<file path="src/rtl/generic_matrix_multiply_unit.sv">
// generic_matrix_multiply_unit: sequential signed C = A x B, one MAC per clock, start/busy/done handshake.
module generic_matrix_multiply_unit #(
  parameter int DATA_WIDTH  = 8,
  parameter int ACCUM_WIDTH = 32,
  parameter int M_DIM       = 2,
  parameter int K_DIM       = 3,
  parameter int N_DIM       = 2
) (
  input  logic                          clk,
  input  logic                          rst_n,
  input  logic                          op_start_mm,
  input  logic signed [DATA_WIDTH-1:0]  matrix_a_in [0:M_DIM-1][0:K_DIM-1],
  input  logic signed [DATA_WIDTH-1:0]  matrix_b_in [0:K_DIM-1][0:N_DIM-1],
  output logic signed [ACCUM_WIDTH-1:0] output_matrix_c_out [0:M_DIM-1][0:N_DIM-1],
  output logic                          op_busy_mm,
  output logic                          op_done_mm
);
  localparam int MW = M_DIM > 1 ? $clog2(M_DIM) : 1;
  localparam int NW = N_DIM > 1 ? $clog2(N_DIM) : 1;
  localparam int KW = K_DIM > 1 ? $clog2(K_DIM) : 1;
  typedef enum logic [1:0] {IDLE, CALC, DONE} state_t;
  state_t state, state_next;
  logic [MW-1:0] m;
  logic [NW-1:0] n;
  logic [KW-1:0] k;
  logic signed [DATA_WIDTH-1:0] a_q [0:M_DIM-1][0:K_DIM-1];
  logic signed [DATA_WIDTH-1:0] b_q [0:K_DIM-1][0:N_DIM-1];
  logic signed [ACCUM_WIDTH-1:0] acc, acc_next;
  logic signed [2*DATA_WIDTH-1:0] prod;
  logic last_k, last_n, last_m;
  assign last_k = k == KW'(K_DIM - 1);
  assign last_n = n == NW'(N_DIM - 1);
  assign last_m = m == MW'(M_DIM - 1);
  assign prod = a_q[m][k] * b_q[k][n];
  assign acc_next = acc + ACCUM_WIDTH'(prod);
  assign op_busy_mm = state == CALC;
  assign op_done_mm = state == DONE;
  always_comb begin
    state_next = state;
    case (state)
      IDLE:    state_next = op_start_mm ? CALC : IDLE;
      CALC:    state_next = (last_k && last_n && last_m) ? DONE : CALC;
      default: state_next = IDLE;
    endcase
  end
  always_ff @(posedge clk or negedge rst_n)
    if (!rst_n) begin
      state <= IDLE;
      m <= '0;
      n <= '0;
      k <= '0;
      acc <= '0;
      a_q <= '{default: '0};
      b_q <= '{default: '0};
      output_matrix_c_out <= '{default: '0};
    end else begin
      state <= state_next;
      if (state == IDLE && op_start_mm) begin
        a_q <= matrix_a_in;
        b_q <= matrix_b_in;
        m <= '0;
        n <= '0;
        k <= '0;
        acc <= '0;
      end else if (state == CALC) begin
        // k innermost, then n, then m; an element commits on its last reduction step
        acc <= last_k ? '0 : acc_next;
        k <= last_k ? '0 : k + 1'b1;
        if (last_k) begin
          output_matrix_c_out[m][n] <= acc_next;
          n <= last_n ? '0 : n + 1'b1;
          if (last_n) m <= last_m ? '0 : m + 1'b1;
        end
      end
    end
endmodule

</file>
<file path="config.mk">
export PLATFORM = sky130hd
export DESIGN_NAME = generic_matrix_multiply_unit
export DESIGN_NICKNAME = d
export VERILOG_FILES = /design/src/rtl/generic_matrix_multiply_unit.sv
export SDC_FILE = /design/constraint.sdc
export NUM_CORES = 1
export LEC_CHECK = 0
export ABC_AREA = 1
export BUFFER_PORTS_ARGS = -buffer_cell sky130_fd_sc_hd__buf_2
export CORE_UTILIZATION = 46
export CTS_CLUSTER_DIAMETER = 30
export DETAILED_ROUTE_END_ITERATION = 8
export PLACE_DENSITY = 0.67
export SYNTH_ARGS = -nofsm -noshare
export SYNTH_HDL_FRONTEND = slang
export SYNTH_SLANG_ARGS = --single-unit
</file>
<file path="constraint.sdc">
create_clock -name clk -period 8.45 [get_ports clk]
set_input_delay 0.4225 -clock clk [delete_from_list [all_inputs] [get_ports clk]]
set_output_delay 0.4225 -clock clk [all_outputs]
set_load 0.02 [all_outputs]
</file>
Word-level counts from Yosys, hierarchy flattened
Cells that the tools add are included.
- bits in registers: 262
- bits of input ports: 99
- output and inout bits: 130
- word-level logic and storage cells: 85
- add/subtract/negate cells: 4
- $mul: 1
- $lt $le $gt $ge: 5
- eq/ne operators: 3
- mux-type cells: 35
- bitwise operators: 4
- reductions and logical operators: 12
- operator list (operator ; number):
    $bwmux 128 ; 1
    $mux 32 ; 4
    $mux 24 ; 3
    $demux 64 s1 ; 1
    $mux 64 ; 1
    $mux 8 ; 5
    $add 32x16->32 ; 1
    $bmux 16 s2 ; 1
    $demux 32 s1 ; 1
    $mux 16 ; 2
    $bmux 8 s2 ; 1
    $mul 8x8->16 ; 1
    $mux 1 ; 10
    $mux 2 ; 4
    $reduce_and 3->1 ; 2
    $reduce_bool 2->1 ; 3
    $logic_and 1x1->1 ; 5
    $eq 2x2->1 const B ; 2
    $ge 2x2->1 const B ; 2
    $lt 2x1->1 const B ; 2
    $not 1->2 ; 2
    $pmux 2 s2 ; 1
    $ge 3x3->1 const B ; 1
    $not 2->3 ; 1
    other kinds (6) ; 7

Depth between registers and ports, before layout
- depth in word-level cells: 12
- depth in mapped cells: 30

Least setup slack after synthesis
Ideal clock, no wire load.
- path kind: reg2reg
- start point: reg k[1]
- end point: reg output_matrix_c_out[115] (netlist bit)
- library setup time: 0.118 ns
- arrival: 6.938 ns
- data required time: 8.332 ns
- slack: 1.394 ns
- cell stages (with the launch flop): 24
- path buffers: 1
- clock period less this slack: 7.056 ns
- cells stage by stage: dfrtp_1 > nor2_4 > buf_2 > o211ai_1 > nand3_1 > inv_2 > nor2_1 > inv_1 > fa_1 > inv_1 > fa_1 > fa_1 > fa_1 > fa_1 > ha_1 > nand2_1 > nor2_1 > nand2_1 > nand2_1 > nand2_1 > nand2_1 > or2_2 > nand3_1 > nand2_1
- word-level cells in the longest chain between the ends: 10
- RTL lines (what ; line ; source):
    start, declared ; 25 ; logic [KW-1:0] k;
    start signal, assigned ; 68 ; k <= last_k ? '0 : k + 1'b1;
    $not 2->3 (not written as such) ; 34 ; assign prod = a_q[m][k] * b_q[k][n];
    $bmux 16 s2 ; 34 ;
    $mux 16 (not written as such) (2 in series) ; 34 ;
    $mux 8 (not written as such) (3 in series) ; 34 ;
    $mul 8x8->16 ; 34 ;
    $add 32x16->32 ; 35 ; assign acc_next = acc + ACCUM_WIDTH'(prod);
    $bwmux 128 ; 70 ; output_matrix_c_out[m][n] <= acc_next;
    end signal, assigned by index ; 70 ;
    end, declared ; 14 ; output logic signed [ACCUM_WIDTH-1:0] output_matrix_c_out [0:M_DIM-1][0:N_DIM-1],
Several ways; a longest one is shown, not always the timed one. The select of a mux whose other input is x is not followed.
A chain may end at the register's enable or synchronous reset.

Final worst setup path
- start point: reg m, in the netlist last_m
- end point: reg output_matrix_c_out[55] (netlist bit)
- word-level cells in the longest chain between the ends: 10
- RTL lines (what ; line ; source):
    start, declared ; 23 ; logic [MW-1:0] m;
    start signal, assigned ; 72 ; if (last_n) m <= last_m ? '0 : m + 1'b1;
    $not 1->2 (not written as such) * ; 34, 70 ;
    $mux 24 (not written as such) (3 in series) ; 34 ;
    $bmux 8 s2 ; 34 ;
    $mux 8 (not written as such) (2 in series) ; 34 ;
    $mul 8x8->16 ; 34 ;
    $add 32x16->32 ; 35 ;
    $bwmux 128 * ; 70 ;
Mark *: on every way between the ends. The rest lies on a longest branch, timed or not. The select of a mux whose other input is x is not followed.

==> flow_summary.toml <==
[sta]
maxSlewHeadroom = 0.2707
setup_viol = 0
slew_viol_final = 0
min_period_ns = 7.436
rsz0062_at_grt = "false"
period_share = 0.8799
setup_tns_ns = 0
final-hold-violation-count = 0
tightest_slew_ns = 1.093
skew_ns = 0.05331
fmax_mhz = 134.5

[final_layout]
nets = 2516
final_cell_mix = "nand2_1 (760), dfrtp_1 (262), buf_2 (227)"
fillCellCount = 3184
register_area_um2 = 6556
final_common_cell = "nand2_1"
multi_input_area_um2 = 8999
syn_to_final_growth_pct = 22.99
diodes = 0
layout-drive-gt1-share = 0.1791

[critical_path]
critical-path-top-delay-family = "adder cells"
crit_type = "reg -> reg"
worstSetupStartpointType = "flip-flop"
cp.arrival_ns = 7.87
path_max_fanout = 24
cp_common_cell = "nand2_1"
crit_buf_inv = 5
worst_path_max_delay_cell = "dfrtp_1"
slowest_delay_ns = 0.81
critPathRequiredTime_ns = 8.89
cp-end-kind = "flip-flop"

[global_route]
grt_pass1_wl_um = 76580
grt_start_max_net_pins = 115
grt_pass1_vias = 14280
gr-usage-all-layers = 0.2693
grt_overflow = 0
antenna_found_initial = 0

[synthesis]
synth_area_um2 = 16620
ys_ff_latch = 262
postSynth.asyncResetShare = 1.000
avgSynthCellArea_um2 = 8.499
synthFlopType = "dfrtp_1"
synth_warnings = 0
syn_nets = 2261
seq_area_frac_synth = 0.3944
synth_edf_count = 0
synth.distinct_cells = 43
syn_inst = 1956

[clock_tree]
clk_path_buf_depth = 3
cts_buffers = 60
clock-root-buffer = "clkbuf_16"
clock_sinks = 262
cts.clk_slew.worst_paths_ns = 0.05
htreeDepth = 2
clock_latency_ns = 0.61
tritoncts = "built"
cts_resized = 0

[drt]
post_drt_wl_per_cell_um = 17.41
drt_first_pass_iters = 5
drcViolationCount = 0
vias_per_cell = 5.140
finalWirelength_um = 47400
drt_iter0_drc = 1005
num_vias = 13990
drtAntennaViolNets = 0

[floorplan]
io_pins = 229
start_util = 0.4674
rows = 69
core_um2 = 35570
die_area_um2 = 36900
die_width_um = 192.1
dieHeight_um = 192.1

[min_path]
hp-class = "in -> reg"

[run_status]
status = "finished, final reports clean"

[placement]
place_congestion = 0.9809
hpwl_um = 34160
io_buffer_count = 228

[job]
cap_violations = 0
## synthesized netlist by cell type, types with 3 or more instances
cell type / count / area (um2)
inv_2: 15 / 56.30
o22ai_2: 3 / 37.54
o21ai_2: 3 / 26.28
nand3_2: 4 / 40.04
nand4_1: 12 / 75.07
clkinv_1: 3 / 11.26
or2_2: 11 / 68.82
clkbuf_1: 24 / 90.09
buf_4: 4 / 30.03
a31oi_4: 6 / 127.6
nor2_1: 102 / 382.9
or2_1: 8 / 50.05
a21oi_1: 36 / 180.2
nand3_1: 127 / 635.6
fa_1: 136 / 2723
o211ai_1: 3 / 22.52
buf_6: 3 / 33.78
inv_1: 191 / 716.9
o31ai_1: 6 / 45.04
o21bai_1: 7 / 52.55
ha_1: 70 / 875.8
dfrtp_1: 262 / 6556
o21ai_1: 27 / 135.1
o22ai_1: 3 / 18.77
buf_2: 27 / 135.1
nor2_4: 6 / 67.56
nor3_1: 3 / 15.01
nand3b_1: 3 / 22.52
xnor2_1: 9 / 78.83
buf_1: 3 / 11.26
o21ai_0: 64 / 320.3
nand2_1: 760 / 2853
## path summary, 6_finish.rpt
check	from	to	slack [ns]	cells past startpoint
worst max-delay path	last_m$_DFFE_PN0P_	output_matrix_c_out[55]$_DFFE_PN0P_	1.01	25
worst min-delay path	matrix_a_in[4]	a_q[4]$_DFFE_PN0P_	0.03	3
worst max register to register	last_m$_DFFE_PN0P_	output_matrix_c_out[55]$_DFFE_PN0P_	1.01	25
worst min register to register	a_q[42]$_DFFE_PN0P_	a_q[42]$_DFFE_PN0P_	0.47	2
max in group asynchronous	rst_n	acc[28]$_DFFE_PN0P_	6.28	3
min in group asynchronous	rst_n	output_matrix_c_out[67]$_DFFE_PN0P_	0.51	2
## flip-flops by register name (all words and copies together) (netlist names)
register             flops
a_q                     48
last_m                   1
acc                     32
last_n                   1
b_q                     48
k                        2
output_matrix_c_out    128
state                    2
## per-stage QoR
stage	setup slack [ns]	instances	utilization	cell area (um2)	hold slack (ns)
6_report	1.014	2722	0.5748	20450	0.02567
5_1_grt	0.3600	2722	0.5748	20450	0.01181
4_1_cts	1.082	2722	0.5748	20450	0.0000006661
3_5_place_dp	1.163	2595	0.5103	18150	0.4516
3_3_place_gp	1.241	2595	0.5103	18150	0.4479
2_1_floorplan	1.394	1956	-	16620	0.1269
## cell type report
cell class / instances / share of cell area
Sequential cell: 262 / 0.3207
Timing Repair Buffer: 254 / 0.06768
Inverter: 209 / 0.03837
Multi-Input combinational cell: 1424 / 0.4401
Clock inverter: 46 / 0.02944
Clock buffer: 66 / 0.07552
Tap cell: 461 / 0.02821
## layer usage
layer,global-route usage,vias to the layer above,part of all wire
li1,-,6634,-
met1,0.3924,6769,0.47
met2,0.4122,515,0.44
met3,0.04769,74,0.072
met4,0.07420,0,0.021
met5,0,-,0
## repair_timing
item,CTS,global route
endpoints found under the hold margin,126,0
hold buffers,15,0
setup buffers,0,0
## tightest hold or removal path, delay by kind of cell
family	cells	cell delay, ns
buffers and inverters	1	0.07
AND/OR/NAND/NOR	2	0.10
## logic make-up (layout without fill, tap and decap cells)
| logic type | count (synthesis) | after routing | synth area share |
|---|---|---|---|
| buffers and inverters | 270 | 575 | 0.06525 |
| AND/OR/NAND/NOR | 1042 | 1042 | 0.2558 |
| adder cells (fa/ha/maj) | 206 | 206 | 0.2165 |
| XOR/XNOR | 10 | 10 | 0.005269 |
| flip-flops | 262 | 262 | 0.3944 |
| AO/OA/AOI/OAI | 166 | 166 | 0.06284 |
Power is left out: the tool's default activity adds up to more than one toggle a clock period on the data nets, which glitch-free logic cannot reach.
